===== src/rtl/btn_cond_pkg.sv =====
// Shared types and sizing helpers for the push-button conditioner.
package btn_cond_pkg;

  typedef enum logic [1:0] {
    IDLE    = 2'd0,
    WAIT_P  = 2'd1,
    PRESSED = 2'd2,
    WAIT_R  = 2'd3
  } btn_state_t;

  // Bits needed to hold values 0..max_val (never less than one bit).
  function automatic int cnt_width(input int max_val);
    return (max_val < 1) ? 1 : $clog2(max_val + 1);
  endfunction

endpackage


===== src/rtl/btn_chan.sv =====
// One button channel: 2-FF synchroniser, strobe-sampled debounce FSM,
// hold/repeat counting and registered level/tick outputs.
//
//   state   | meaning
//   --------+--------------------------------------------------------
//   IDLE    | released and stable, level = 0
//   WAIT_P  | input high, qualifying press (scnt agreeing samples)
//   PRESSED | pressed and stable, level = 1, hcnt counting the hold
//   WAIT_R  | input low, qualifying release, hold count keeps running
module btn_chan
  import btn_cond_pkg::*;
#(
  parameter int STABLE_SAMPLES = 3,
  parameter int HOLD_SAMPLES   = 100,
  parameter int REPEAT_SAMPLES = 20
) (
  input  logic clk,
  input  logic reset,
  input  logic strobe,
  input  logic btn,
  output logic level,
  output logic press_tick,
  output logic release_tick,
  output logic long_tick,
  output logic repeat_tick
);

  localparam int SW = cnt_width(STABLE_SAMPLES);
  localparam int HW = cnt_width(HOLD_SAMPLES + REPEAT_SAMPLES);
  localparam logic [SW-1:0] STABLE_C = SW'(STABLE_SAMPLES);
  localparam logic [HW-1:0] HOLD_C   = HW'(HOLD_SAMPLES);
  localparam logic [HW-1:0] WRAP_C   = HW'(HOLD_SAMPLES + REPEAT_SAMPLES);

  logic          sync_q, s;
  btn_state_t    state, state_n;
  logic [SW-1:0] scnt, scnt_n, scnt_inc;
  logic [HW-1:0] hcnt, hcnt_n, hcnt_inc, hcnt_adv;
  logic          hold_long, hold_rep;
  logic          level_n, press_n, release_n, long_n, repeat_n;

  always_ff @(posedge clk or posedge reset) begin
    if (reset) begin
      sync_q <= 1'b0;
      s      <= 1'b0;
    end else begin
      sync_q <= btn;
      s      <= sync_q;
    end
  end

  always_ff @(posedge clk or posedge reset) begin
    if (reset) begin
      state        <= IDLE;
      scnt         <= '0;
      hcnt         <= '0;
      level        <= 1'b0;
      press_tick   <= 1'b0;
      release_tick <= 1'b0;
      long_tick    <= 1'b0;
      repeat_tick  <= 1'b0;
    end else begin
      state        <= state_n;
      scnt         <= scnt_n;
      hcnt         <= hcnt_n;
      level        <= level_n;
      press_tick   <= press_n;
      release_tick <= release_n;
      long_tick    <= long_n;
      repeat_tick  <= repeat_n;
    end
  end

  assign scnt_inc  = scnt + SW'(1);
  assign hcnt_inc  = hcnt + HW'(1);
  assign hold_long = (hcnt_inc == HOLD_C);
  assign hold_rep  = (hcnt_inc == WRAP_C);
  // Reloading to HOLD after each repeat keeps hcnt bounded for any hold time.
  assign hcnt_adv  = hold_rep ? HOLD_C : hcnt_inc;

  always_comb begin
    state_n   = state;
    scnt_n    = scnt;
    hcnt_n    = hcnt;
    level_n   = level;
    press_n   = 1'b0;
    release_n = 1'b0;
    long_n    = 1'b0;
    repeat_n  = 1'b0;
    if (strobe) begin
      unique case (state)
        IDLE: begin
          if (s) begin
            if (STABLE_SAMPLES == 1) begin
              state_n = PRESSED;
              level_n = 1'b1;
              press_n = 1'b1;
              scnt_n  = '0;
              hcnt_n  = '0;
            end else begin
              state_n = WAIT_P;
              scnt_n  = SW'(1);
            end
          end
        end
        WAIT_P: begin
          if (!s) begin
            state_n = IDLE;
            scnt_n  = '0;
          end else if (scnt_inc == STABLE_C) begin
            state_n = PRESSED;
            level_n = 1'b1;
            press_n = 1'b1;
            scnt_n  = '0;
            hcnt_n  = '0;
          end else begin
            scnt_n = scnt_inc;
          end
        end
        PRESSED: begin
          if (!s) begin
            if (STABLE_SAMPLES == 1) begin
              state_n   = IDLE;
              level_n   = 1'b0;
              release_n = 1'b1;
              scnt_n    = '0;
              hcnt_n    = '0;
            end else begin
              state_n = WAIT_R;
              scnt_n  = SW'(1);
              hcnt_n  = hcnt_adv;
            end
          end else begin
            hcnt_n   = hcnt_adv;
            long_n   = hold_long;
            repeat_n = hold_rep;
          end
        end
        WAIT_R: begin
          // The hold keeps advancing while released, but ticks only fire on held samples.
          if (s) begin
            state_n  = PRESSED;
            scnt_n   = '0;
            hcnt_n   = hcnt_adv;
            long_n   = hold_long;
            repeat_n = hold_rep;
          end else if (scnt_inc == STABLE_C) begin
            state_n   = IDLE;
            level_n   = 1'b0;
            release_n = 1'b1;
            scnt_n    = '0;
            hcnt_n    = '0;
          end else begin
            scnt_n = scnt_inc;
            hcnt_n = hcnt_adv;
          end
        end
        default: state_n = IDLE;
      endcase
    end
  end

endmodule


===== src/rtl/btn_conditioner.sv =====
// Multi-channel push-button front end: shared sample-strobe divider feeding
// N independent debounce channels.
module btn_conditioner
  import btn_cond_pkg::*;
#(
  parameter int N              = 2,
  parameter int SAMPLE_DIV     = 1_000_000,
  parameter int STABLE_SAMPLES = 3,
  parameter int HOLD_SAMPLES   = 100,
  parameter int REPEAT_SAMPLES = 20
) (
  input  logic         clk,
  input  logic         reset,
  input  logic [N-1:0] btn,
  output logic [N-1:0] level,
  output logic [N-1:0] press_tick,
  output logic [N-1:0] release_tick,
  output logic [N-1:0] long_tick,
  output logic [N-1:0] repeat_tick
);

  localparam int DW = cnt_width(SAMPLE_DIV - 1);
  localparam logic [DW-1:0] DIV_LAST = DW'(SAMPLE_DIV - 1);

  logic [DW-1:0] div_cnt;
  logic          strobe;

  assign strobe = (div_cnt == DIV_LAST);

  always_ff @(posedge clk or posedge reset) begin
    if (reset)       div_cnt <= '0;
    else if (strobe) div_cnt <= '0;
    else             div_cnt <= div_cnt + DW'(1);
  end

  for (genvar i = 0; i < N; i++) begin : g_chan
    btn_chan #(
      .STABLE_SAMPLES(STABLE_SAMPLES),
      .HOLD_SAMPLES  (HOLD_SAMPLES),
      .REPEAT_SAMPLES(REPEAT_SAMPLES)
    ) u_chan (
      .clk         (clk),
      .reset       (reset),
      .strobe      (strobe),
      .btn         (btn[i]),
      .level       (level[i]),
      .press_tick  (press_tick[i]),
      .release_tick(release_tick[i]),
      .long_tick   (long_tick[i]),
      .repeat_tick (repeat_tick[i])
    );
  end

endmodule


===== config.mk =====
export PLATFORM = sky130hd
export DESIGN_NAME = btn_conditioner
export DESIGN_NICKNAME = d
export VERILOG_FILES = /design/src/rtl/btn_cond_pkg.sv /design/src/rtl/btn_chan.sv /design/src/rtl/btn_conditioner.sv
export SDC_FILE = /design/constraint.sdc
export NUM_CORES = 1
export LEC_CHECK = 0
export BUFFER_PORTS_ARGS = -buffer_cell sky130_fd_sc_hd__buf_2
export CAP_MARGIN = 20
export CORE_MARGIN = 2
export CORE_UTILIZATION = 63
export DETAILED_ROUTE_END_ITERATION = 16
export PLACE_DENSITY_LB_ADDON = 0.05
export SLEW_MARGIN = 10
export SYNTH_ARGS = -nofsm -noshare
export SYNTH_HDL_FRONTEND = slang
export SYNTH_SLANG_ARGS = --single-unit

===== constraint.sdc =====
create_clock -name clk -period 3.8 [get_ports clk]
set_clock_uncertainty 0.15 [all_clocks]
set_input_delay 0.19 -clock clk [delete_from_list [all_inputs] [get_ports clk]]
set_output_delay 0.19 -clock clk [all_outputs]
set_load 0.05 [all_outputs]

== Word-level counts from Yosys, hierarchy flattened ==
Index checks and enable logic that the tools add are counted.
Storage, ports and cells
  register bits: 56
  output and inout port bits: 10
  word-level logic and storage cells: 144
Cells by class
  $add $sub $neg: 5
  reduce and logical (&&, ||, !) cells: 16
  equal/unequal tests: 29
  muxes and demuxes: 73
Operators with widths (count)
  $mux 7: 10
  $pmux 7 s3: 2
  $mux 2: 20
  $mux 1: 34
  $pmux 2 s4: 4
  $eq 7x7->1 const B: 4
  $add 20x1->20 const B: 1
  $eq 20x20->1 const B: 1
  $mux 20: 1
  $ne 2x1->1 const B: 8
  $add 7x1->7 const B: 2
  $eq 2x2->1 const B: 6
  $reduce_and 6->1: 2
  $reduce_and 5->1: 2
  $ne 2x2->1 const B: 4
  $reduce_and 4->1: 2
  $ne 3x1->1 const B: 2
  $ne 3x3->1 const B: 2
  $reduce_and 3->1: 2
  $reduce_bool 3->1: 2
  $add 2x1->2 const B: 2
  $eq 2x1->1 const B: 2
  $logic_not 2->1: 2
  $pmux 1 s2: 2
  2 further kinds: 4

== Longest topological paths before layout ==
Gate-level depths: netlist of run 1.
  depth in word-level cells: 6
  depth in mapped cells: 9

== By module ==
A second synthesis of run 1 with hierarchy kept.
Second synthesis, totals
  cells, all modules: 310
  area total of the unflattened synthesis: 2976.6 µm²
By module, submodules not included
  btn_chan: area each 1002.2 µm², instances 2, sequential area each 450.4 µm², cells an instance 107
  btn_conditioner: area each 972.2 µm², instances 1, sequential area each 500.5 µm², cells an instance 96

== Least setup slack after synthesis of run 1 ==
Ideal clock, no wire load.
  path kind: reg2reg
  start: reg div_cnt[0]
  end: reg g_chan[0].u_chan.hcnt[3]
  data required time: 3.526 ns
  arrival: 1.968 ns
  slack: 1.558 ns
  stages on the path, launching flop included: 8
  setup time: 0.124 ns
  cell sequence: dfrtp_1 > ha_1 > nand3_2 > or2_1 > buf_6 > or3_2 > clkbuf_1 > a211o_1
Between the ends
  word-level cells in the longest chain between the ends: 2
RTL lines
  from (decl): RTL line btn_conditioner.sv:25  | logic [DW-1:0] div_cnt;
  from (signal assigned): RTL line btn_conditioner.sv:33  | else div_cnt <= div_cnt + DW'(1);
  $eq 20x20->1: RTL line btn_conditioner.sv:28  | assign strobe = (div_cnt == DIV_LAST);
  $reduce_and 4->1 (no source line)
  to (signal assigned): RTL line btn_chan.sv:64  | hcnt <= hcnt_n;
  to (decl): RTL line btn_chan.sv:37  | logic [HW-1:0] hcnt, hcnt_n, hcnt_inc, hcnt_adv;
Every way passes these cells.
A chain may end at the register's enable or synchronous reset.

== Final worst setup path of run 1 ==
  start: reg g_chan[0].u_chan.hcnt[0]
  end: reg g_chan[0].u_chan.hcnt[3]
Between the ends
  word-level cells in the longest chain between the ends: 6
RTL lines
  $add 7x1->7 *: RTL line btn_chan.sv:74  | assign hcnt_inc = hcnt + HW'(1);
  $eq 7x7->1: RTL line btn_chan.sv:76  | assign hold_rep = (hcnt_inc == WRAP_C);
  $mux 7 *: RTL line btn_chan.sv:78  | assign hcnt_adv = hold_rep ? HOLD_C : hcnt_inc;
  $mux 7: RTL line btn_chan.sv:146  | end else if (scnt_inc == STABLE_C) begin
  $mux 7: RTL line btn_chan.sv:140  | if (s) begin
  $pmux 7 s3 *: RTL line btn_chan.sv:90  | unique case (state)
Every way passes the cells marked *; elsewhere a longest branch is shown, timed or not.

==> results of run 1 <==
metal layers:
layer | GRT usage | wire (µm) | up-vias
li1 | - | - | 1069
met1 | 0.312 | 2610 | 1025
met2 | 0.333 | 2210 | 37
met3 | 0.0428 | 163 | 6
met4 | 0.0617 | 67 | 0
met5 | 0 | 0 | -
worst reg2reg max path: cells and delay by family, from the launching register on:
family / cells / cell delay, ns
AO/OA/AOI/OAI: 3 / 0.99
adder cells (fa/ha/maj): 1 / 0.23
flip-flops: 1 / 0.46
AND/OR/NAND/NOR: 2 / 0.57
kinds of logic after synthesis:
logic type               Yosys count
AND/OR/NAND/NOR                  135
flip-flops                        56
AO/OA/AOI/OAI                     51
buffers and inverters             31
XOR/XNOR                          18
multiplexers                       6
adder cells (fa/ha/maj)            5
worst min path at each step:
| stage | startpoint | end | cells past startpoint |
|---|---|---|---|
| final | g_chan[1].u_chan.sync_q | g_chan[1].u_chan.s | 0 |
| after global routing | g_chan[0].u_chan.sync_q | g_chan[0].u_chan.s | 0 |
| after CTS | g_chan[0].u_chan.sync_q | g_chan[0].u_chan.s | 0 |
| after detailed placement | btn[1] | g_chan[1].u_chan.sync_q | 1 |
| after global placement | btn[1] | g_chan[1].u_chan.sync_q | 1 |
| after floorplan | btn[0] | g_chan[0].u_chan.sync_q | 0 |
through the flow:
| step | hold WS [ns] | utilization | std cells | total power [µW] |
|---|---|---|---|---|
| after global placement | 0.148 | 0.638 | 350 | 628 |
| after CTS | 0.215 | 0.663 | 361 | 950 |
| after floorplan | 0.0714 | - | 302 | 626 |
| after global routing | 0.228 | 0.663 | 361 | 979 |
| final | 0.210 | 0.663 | 361 | 937 |
| after detailed placement | 0.149 | 0.638 | 350 | 628 |
synth_stat cells (all sizes together) (3+ instances only):
library cell  number
and2               6
o31ai              4
nor4               9
a21oi             10
a22o               3
inv               10
or2                3
and3               5
nor3              10
or3                5
nand3             18
mux2               4
o221ai             3
nand2             40
dfrtp             56
xor2              10
ha                 5
o21ai             17
nor2              18
and3b              3
nand4              6
buf               16
xnor2              8
clkbuf             4
final cells by class:
class / count / share of cell area
Clock buffer: 6 / 0.0235
Clock inverter: 2 / 0.00526
Sequential cell: 56 / 0.453
Tap cell: 54 / 0.0219
Multi-Input combinational cell: 215 / 0.448
Inverter: 10 / 0.0121
Timing Repair Buffer: 18 / 0.0356
report_power, final:
part | switching (µW) | leakage [µW] | internal, µW
combinational | 13.0 | 0.000590 | 4.57
sequential | 2.35 | 0.000759 | 598
clock | 188 | 0.0000414 | 132
what timing repair did:
action,in CTS,in global routing
endpoints found under the setup margin,0,0
endpoints found under the hold margin,58,0
hold buffers,3,0
registers in the layout, indices dropped and copies added (netlist names), named ones only:
signal                      flops
g_chan.u_chan.sync_q            2
g_chan.u_chan.release_tick      2
g_chan.u_chan.scnt              4
g_chan.u_chan.repeat_tick       2
g_chan.u_chan.level             2
div_cnt                        20
g_chan.u_chan.long_tick         2
g_chan.u_chan.press_tick        2
g_chan.u_chan.hcnt             14
g_chan.u_chan.state             2
g_chan.u_chan.s                 2
==> results by group, run 1 <==
Critical path
  • Crit path launch type: register
  • Critical Path Max Stage Delay: 0.55 ns
  • Critical path arrival: 2.56 ns
  • Crit path kind: register to register
  • CP bufs+invs: 0
  • Reg2Reg Launch Point: g_chan[0].u_chan.hcnt[0]
  • CP Cell Sequence: ha_1 > nand3_1 > or3_1 > a221oi_2 > a2111oi_4 > a211o_1
  • R2r endpoint: g_chan[0].u_chan.hcnt[3]
  • CP Max Fanout: 7
  • Reg2reg path depth: 6
  • Worst Path Required: approximately 3.8 ns
  • Critical path's slowest cell: a221oi_2
  • Crit path depth: 6
  • Reg2Reg Setup Slack: around 1.3 ns
  • CP Capture Type: register
  • CP startpoint: g_chan[0].u_chan.hcnt[0]
  • CP delay by family, top: compound AO/OA/AOI/OAI gates
  • Critical Path End: g_chan[0].u_chan.hcnt[3]

Placement
  • Cell Area, Placed: between 2000 and 3000 µm²
  • IO buf count: 13
  • Global placement routability congestion: about 0.87
  • DP Worst Slack: around 1.3 ns
  • Detail Placement HPWL: 3.49 mm

Logic synthesis
  • Compound-Gate Fraction of Synth Area: 0.116
  • Asr flop ratio synth: 1.00
  • Mux contribution to synthesized area: 0.0217
  • Yosys reg bits: 56
  • Largest family of logic cells by synthesized area: simple AND/OR/NAND/NOR gates
  • Cell area after synthesis: 3000 µm²
  • Yosys warnings: 0
  • Post-synth top area share: 0.467
  • Post-synth EDFFs: 0
  • Synth Instances: 302
  • Synth area leader: dfrtp_1
  • Post-synthesis cell type count: 56
  • Top post-synthesis cells by area: dfrtp_1 47%, nand2_1 5.0%, xor2_1 2.9%
  • Syn_nets: between 300 and 400
  • Post-Synth XOR/XNOR Area: 0.0525
  • Simple-Gate Fraction of Synth Area: 0.250
  • Synthesized area per cell: 9.94 µm²
  • Post-Synth Adder-Cell Area: 0.0208
  • Ys flop type: dfrtp_1
  • Register area share after synthesis: 0.467

Timing
  • Final clock period utilization by the worst path: 0.661
  • Final worst slack: 1.29 ns
  • Minimum clock period: ~2.5 ns
  • Max Transition Viols Final: 0
  • Final setup viols: 0
  • Final Hold Fails: 0
  • F_max: 398 MHz
  • Worst slew margin: 0.396
  • RSZ-0062 raised after global routing: false
  • Slew of the pin with the lowest slew margin: 0.898 ns
  • Setup TNS: 0 ns

Clocking
  • H-tree depth: 2
  • TritonCTS clock tree: built
  • Post-CTS setup buffer count: 0
  • Maximum root-to-sink buffer count: 2
  • Skew-Pair Late Insertion Delay: about 0.31 ns
  • Total CTS buffers: 5
  • Clock-pin slew on the worst setup and hold paths: around 0.10 ns
  • Clock sink total: 56
  • Clock root buffer: clkbuf_8
  • Post-CTS sizing: 0

Finish
  • Area Overhead vs Synth: 2.96%
  • Share of layout cells above drive strength 1: 0.134
  • Fill count: 378
  • Ant. Diodes: 0
  • Area taken by flip-flops and latches: 1400 µm²
  • Commonest cells after routing, fill and taps aside: 56 x dfrtp_1, 40 x nand2_1, 18 x nor2_1, 17 x nand3_1, 17 x o21ai_0
  • Final net count: roughly 320
  • Footprint of the multi-input gates: 1390 µm²
  • Final Instance Area: 3090 µm²
  • Commonest non-fill, non-tap cell in the layout: dfrtp_1

Floorplan
  • Die outline area: between 5000 and 6000 µm²
  • IO Pins: 14
  • Initial core utilization: 0.644
  • Row count: 25
  • Core Area: roughly 4700 µm²
  • Chip height: about 73 µm
  • Die width: 73.0 µm

Routing
  • # DRC: 0
  • DRT antenna net count: 0
  • Total iterations of the first detailed-routing run: 4
  • 1st-iter DRT viols: 113
  • Vias: about 2100
  • Via-to-Cell Ratio: 5.92
  • Total wire length: 5.05 mm
  • Post-DR wirelength/cell: 14.0 µm

GRT
  • GR Util All Layers: 0.216
  • Largest net degree at the start of global routing: 57
  • Congestion Overflow GR: 0
  • First-pass GRT wire length: 9.09 mm
  • Number of global-route vias before repair: around 2000
  • Initial antenna violation count: 0

Min path
  • Min-Delay Path Class: register to register

Status
  • Status: completed

Power and ir drop
  • VDD IR max: between 0.2 and 0.25 mV
  • Cell leakage power: 0.00139 µW
  • Pwr/cell area: 303 nW/µm²

Flow run
  • Max_cap viols: 0
No activity file was read; power rests on OpenSTA's default activity.
==> inputs of run 2 (changes only) <==
--- a/config.mk
+++ b/config.mk
@@ -8,7 +8,7 @@
 export BUFFER_PORTS_ARGS = -buffer_cell sky130_fd_sc_hd__buf_2
 export CAP_MARGIN = 20
 export CORE_MARGIN = 2
-export CORE_UTILIZATION = 63
+export CORE_UTILIZATION = 55
 export DETAILED_ROUTE_END_ITERATION = 16
 export PLACE_DENSITY_LB_ADDON = 0.05
 export SLEW_MARGIN = 10
==> constraint.sdc (replaced) <==
create_clock -name clk -period 2.05 [get_ports clk]
set_clock_uncertainty 0.15 [all_clocks]
set_input_delay 0.1025 -clock clk [delete_from_list [all_inputs] [get_ports clk]]
set_output_delay 0.1025 -clock clk [all_outputs]
set_load 0.05 [all_outputs]
==> results by group, run 2 (synthesis gave the netlist of run 1 again) <==
Critical path
  • Critical path's slowest cell: dfrtp_1
  • CP Max Fanout: 4
  • Critical path arrival: 2.09 ns
  • CP Capture Type: register
  • CP Cell Sequence: ha_2 > nand3_2 > or3_4 > a221oi_4 > buf_4 > a2111oi_4 > a211o_1
  • Crit path kind: register to register
  • Critical Path Max Stage Delay: 0.41 ns
  • Worst Path Required: between 2 and 2.5 ns
  • Crit path launch type: register

GRT
  • Congestion Overflow GR: 0
  • Largest net degree at the start of global routing: 23
  • First-pass GRT wire length: a little over 10 mm
  • Number of global-route vias before repair: 2189
  • Initial antenna violation count: 0
  • GR Util All Layers: 0.212

Placement
  • IO buf count: 13
  • Global placement routability congestion: ~0.8
  • Detail Placement HPWL: 4.16 mm
  • Cell Area, Placed: 3310 µm²

Floorplan
  • Core Area: 5170 µm²
  • IO Pins: 14
  • Die outline area: 6060 µm²
  • Die width: roughly 78 µm
  • Row count: 26
  • Initial core utilization: 0.580
  • Chip height: between 70 and 80 µm

Timing
  • Final Hold Fails: 0
  • Worst slew margin: 0.596
  • Final setup viols: 0
  • Minimum clock period: between 2 and 2.5 ns
  • F_max: 492 MHz
  • Final clock period utilization by the worst path: 0.991
  • Max Transition Viols Final: 0
  • RSZ-0062 raised after global routing: true
  • Worst hold slack: between 0.15 and 0.2 ns
  • Slew of the pin with the lowest slew margin: 0.603 ns

Finish
  • Commonest cells after routing, fill and taps aside: 56 x dfrtp_1, 39 x buf_4, 38 x nand2_1, 17 x nor2_1, 16 x nand3_1
  • Final net count: 356
  • Number of flip-flops in the largest register: 20
  • Fill count: 394
  • Largest regs: div_cnt (20), g_chan.u_chan.hcnt (14), g_chan.u_chan.scnt (4)
  • Ant. Diodes: 0
  • Top reg by flops: div_cnt
  • Area Overhead vs Synth: 18.5%
  • Final Instance Area: 3560 µm²
  • Commonest non-fill, non-tap cell in the layout: dfrtp_1
  • Share of layout cells above drive strength 1: 0.285

Power and ir drop
  • NetSw: about 380 µW
  • Seq pwr share: 0.628
  • VDD IR max: roughly 0.36 mV
  • Power share of the clock group: 0.353
  • Combinational Power Share: 0.020
  • Internal: 1390 µW
  • Pwr/cell area: 498 nW/µm²
  • Switching part of the total power: 0.217
  • Cell leakage power: 0.00162 µW

Clocking
  • Clock-pin slew on the worst setup and hold paths: 0.10 ns
  • Skew-Pair Late Insertion Delay: 0.31 ns
  • Clock sink total: 56
  • TritonCTS clock tree: built
  • H-tree depth: 2
  • Maximum root-to-sink buffer count: 2
  • Clock root buffer: clkbuf_8
  • Total CTS buffers: 5

Routing
  • Via-to-Cell Ratio: 5.49
  • Total wire length: 5.74 mm
  • DRT antenna net count: 0
  • Vias: between 2000 and 2500
  • Post-DR wirelength/cell: 13.8 µm
  • Total iterations of the first detailed-routing run: 4
  • # DRC: 0
  • 1st-iter DRT viols: 160

Flow run
  • Max_cap viols: 0

Min path
  • Min-Delay Path Class: input pin to asynchronous set/reset pin

Status
  • Status: completed
-- run 2: cell count changes in the layout (fill, tap and decap cells not counted), sizes merged --
cell | before | now
buf | 15 | 56
clkinvlp | 1 | 0
-- run 2: worst max-delay path: cells and delay by family (launching register included) --
kind	cells	cell delay [ns]
DFF	1	0.41
and+or+nand+nor	2	0.41
adders and majority gates	1	0.21
AOI/OAI and AO/OA	3	0.58
buffers and inverters	1	0.17
-- run 2: worst paths after layout --
path / startpoint / end / slack (ns) / depth (start not counted)
worst max register to register: g_chan[0].u_chan.hcnt[1] / g_chan[0].u_chan.hcnt[3] / 0.02 / 7
worst min register to register: g_chan[0].u_chan.sync_q / g_chan[0].u_chan.s / 0.20 / 0
worst max-delay path: g_chan[0].u_chan.hcnt[1] / g_chan[0].u_chan.hcnt[3] / 0.02 / 7
min in group clk: g_chan[0].u_chan.sync_q / g_chan[0].u_chan.s / 0.20 / 0
max in group asynchronous: reset / div_cnt[18] / 0.95 / 4
worst min-delay path: reset / g_chan[0].u_chan.press_tick / 0.18 / 3
-- run 2: timing repair --
item / 4_1_cts / 5_1_grt
setup buffers: 0 / 6
pin swaps: 0 / 12
gates resized for setup: 2 / 21
hold buffers: 3 / 0
hold endpoints to repair: 22 / 0
setup endpoints to repair: 6 / 17
-- run 2: area by class of cell --
| type | count | area, µm² | share of cell area |
|---|---|---|---|
| Sequential cell | 56 | 1400 | 0.394 |
| Timing Repair Buffer | 59 | 433 | 0.122 |
| Tap cell | 70 | 87.6 | 0.0246 |
| Multi-Input combinational cell | 215 | 1510 | 0.423 |
| Inverter | 10 | 37.5 | 0.0106 |
| Clock inverter | 1 | 8.76 | 0.00246 |
| Clock buffer | 6 | 82.6 | 0.0232 |
-- run 2: metrics by stage --
step           utilization  TNS, ns  std cells  total power (µW)  setup slack [ns]
5_1_grt              0.687   -0.645        417              1840           -0.0941
4_1_cts              0.665        0        411              1800            0.0216
6_report             0.687        0        417              1770            0.0175
3_5_place_dp         0.641  -0.0909        401              1170           -0.0310
2_1_floorplan            -  -0.0251        302              1160           -0.0251
3_3_place_gp         0.641        0        401              1170            0.0429
-- run 2: metal layers --
metal / vias up / share of wire / global-route usage
li1: 1150 / - / -
met5: - / 0 / 0
met1: 1095 / 0.48 / 0.286
met3: 10 / 0.031 / 0.0384
met2: 36 / 0.47 / 0.337
met4: 0 / 0.016 / 0.0857
-- run 2: power by group through the flow --
stage	clock [µW]	sequential, µW	combinational (µW)
after floorplan	0	1130	28.3
after global placement	0	1130	31.8
after detailed placement	0	1130	32.7
after CTS	655	1110	36.8
after global routing	682	1110	41.6
final	625	1110	35.0
==> inputs of run 3 (changes only) <==
--- a/config.mk
+++ b/config.mk
@@ -8,9 +8,10 @@
 export BUFFER_PORTS_ARGS = -buffer_cell sky130_fd_sc_hd__buf_2
 export CAP_MARGIN = 20
 export CORE_MARGIN = 2
-export CORE_UTILIZATION = 55
+export CORE_UTILIZATION = 63
 export DETAILED_ROUTE_END_ITERATION = 16
 export PLACE_DENSITY_LB_ADDON = 0.05
+export RECOVER_POWER = 50
 export SLEW_MARGIN = 10
 export SYNTH_ARGS = -nofsm -noshare
 export SYNTH_HDL_FRONTEND = slang
==> constraint.sdc (replaced) <==
create_clock -name clk -period 2.51 [get_ports clk]
set_clock_uncertainty 0.15 [all_clocks]
set_input_delay 0.1255 -clock clk [delete_from_list [all_inputs] [get_ports clk]]
set_output_delay 0.1255 -clock clk [all_outputs]
set_load 0.05 [all_outputs]
==> results by group, run 3 (synthesis gave the netlist of run 1 again) <==
Routing
  • Post-DR wirelength/cell: about 14 µm
  • # DRC: 0
  • Total iterations of the first detailed-routing run: 4
  • DRT antenna net count: 0
  • Total wire length: approximately 5.2 mm
  • Vias: 2127
  • Via-to-Cell Ratio: 5.78
  • 1st-iter DRT viols: approximately 110

Finish
  • Final net count: 322
  • Footprint of the multi-input gates: about 1400 µm²
  • Ant. Diodes: 0
  • Largest regs: div_cnt (20), g_chan.u_chan.hcnt (14), g_chan.u_chan.scnt (4)
  • Area Overhead vs Synth: 4.04%
  • Commonest non-fill, non-tap cell in the layout: dfrtp_1
  • Fill count: 364
  • Top reg by flops: div_cnt
  • Share of layout cells above drive strength 1: 0.111
  • Area taken by flip-flops and latches: 1400 µm²
  • Number of flip-flops in the largest register: 20
  • Commonest cells after routing, fill and taps aside: 56 x dfrtp_1, 40 x nand2_1, 18 x nor2_1, 17 x nand3_1, 17 x o21ai_0

Critical path
  • Worst Path Required: 2.57 ns
  • Critical path arrival: between 2 and 2.5 ns
  • CP Capture Type: register
  • CP Max Fanout: 7
  • Crit path launch type: register
  • Crit path kind: register to register

Clocking
  • TritonCTS clock tree: built
  • Maximum root-to-sink buffer count: 2
  • Total CTS buffers: 5
  • Clock sink total: 56
  • H-tree depth: 2
  • Skew-Pair Late Insertion Delay: approximately 0.31 ns
  • Post-CTS setup buffer count: 0
  • Post-CTS sizing: 0
  • Clock root buffer: clkbuf_8
  • Clock-pin slew on the worst setup and hold paths: 0.11 ns

Min path
  • Min-Delay Path Class: register to register

Floorplan
  • Core Area: around 4700 µm²
  • Row count: 25
  • Chip height: 73.0 µm
  • Die outline area: 5330 µm²
  • Die width: 73.0 µm
  • IO Pins: 14
  • Initial core utilization: 0.644

Timing
  • Final clock period utilization by the worst path: 0.906
  • Max Transition Viols Final: 0
  • Final setup viols: 0
  • Worst slew margin: 0.390
  • RSZ-0062 raised after global routing: false
  • Minimum clock period: 2.27 ns
  • Final Hold Fails: 0
  • Setup TNS: 0 ns
  • Slew of the pin with the lowest slew margin: 0.915 ns
  • F_max: roughly 440 MHz

Power and ir drop
  • Pwr/cell area: around 460 nW/µm²
  • Tot Pwr: between 1000 and 1500 µW
  • VDD IR max: 0.325 mV
  • Cell leakage power: ~0.0014 µW

Placement
  • Global placement routability congestion: 0.831
  • Detail Placement HPWL: 3.70 mm
  • IO buf count: 13

GRT
  • First-pass GRT wire length: 9.18 mm
  • Congestion Overflow GR: 0
  • GR peak layer: met2
  • Global-route met1 utilization: 0.305
  • Initial antenna violation count: 0
  • Met3 usage: 0.0401
  • Met2 Usage GRT: 0.361
  • Number of global-route vias before repair: ~2000
  • Largest net degree at the start of global routing: 25
  • GR Util All Layers: 0.222

Flow run
  • Max_cap viols: 0

Status
  • Status: completed
-- run 3: layer usage --
| layer | wire length (µm) | share of wire |
|---|---|---|
| met2 | 2410 | 0.46 |
| met3 | 149 | 0.029 |
| met1 | 2590 | 0.50 |
| met5 | 0 | 0 |
| met4 | 54 | 0.010 |
-- run 3: final cells by class --
| class | instances | area share |
|---|---|---|
| sequential | 56 | 0.449 |
| multi-input combinational | 215 | 0.444 |
| timing repair buffer | 25 | 0.0457 |
| clock buffer | 6 | 0.0232 |
| tap | 54 | 0.0216 |
| inverter | 10 | 0.0120 |
| clock inverter | 2 | 0.00521 |
-- run 3: worst paths after layout --
path / cells after the start / from / slack [ns] / to
max: 7 / g_chan[0].u_chan.hcnt[0] / 0.24 / g_chan[0].u_chan.hcnt[3]
min: 0 / g_chan[1].u_chan.sync_q / 0.21 / g_chan[1].u_chan.s
max reg2reg: 7 / g_chan[0].u_chan.hcnt[0] / 0.24 / g_chan[0].u_chan.hcnt[3]
min reg2reg: 0 / g_chan[1].u_chan.sync_q / 0.21 / g_chan[1].u_chan.s
max in group asynchronous: 4 / reset / 0.50 / div_cnt[7]
min in group asynchronous: 3 / reset / 0.38 / g_chan[0].u_chan.hcnt[5]
-- run 3: per-stage QoR --
step | area [µm²] | std cells | util | worst slack [ns] | hold slack, ns
6_report | 3120 | 368 | 0.670 | 0.235 | 0.210
5_1_grt | 3120 | 368 | 0.670 | 0.0743 | 0.218
4_1_cts | 3140 | 368 | 0.674 | 0.238 | 0.209
3_5_place_dp | 3020 | 357 | 0.649 | 0.249 | 0.0352
3_3_place_gp | 3020 | 357 | 0.649 | 0.305 | 0.0318
2_1_floorplan | 3000 | 302 | - | 0.268 | 0.00693
-- run 3: where the power goes --
part           total [µW]  switching (µW)  internal (µW)
logic                26.6            20.1           6.49
clock network         494             295            199
registers             908            3.70            905
-- run 3: critical path: stages (launching register included) --
cell and delay (ns):
dfrtp_1 0.47, ha_1 0.22, nand3_1 0.14, or3_1 0.40, a221oi_2 0.25, buf_4 0.19, a2111oi_4 0.07, a211o_1 0.27
-- run 3: repair_timing --
item | 4_1_cts | 5_1_grt
hold buffers | 3 | 0
setup endpoints to repair | 0 | 0
endpoints found under the hold margin | 24 | 0
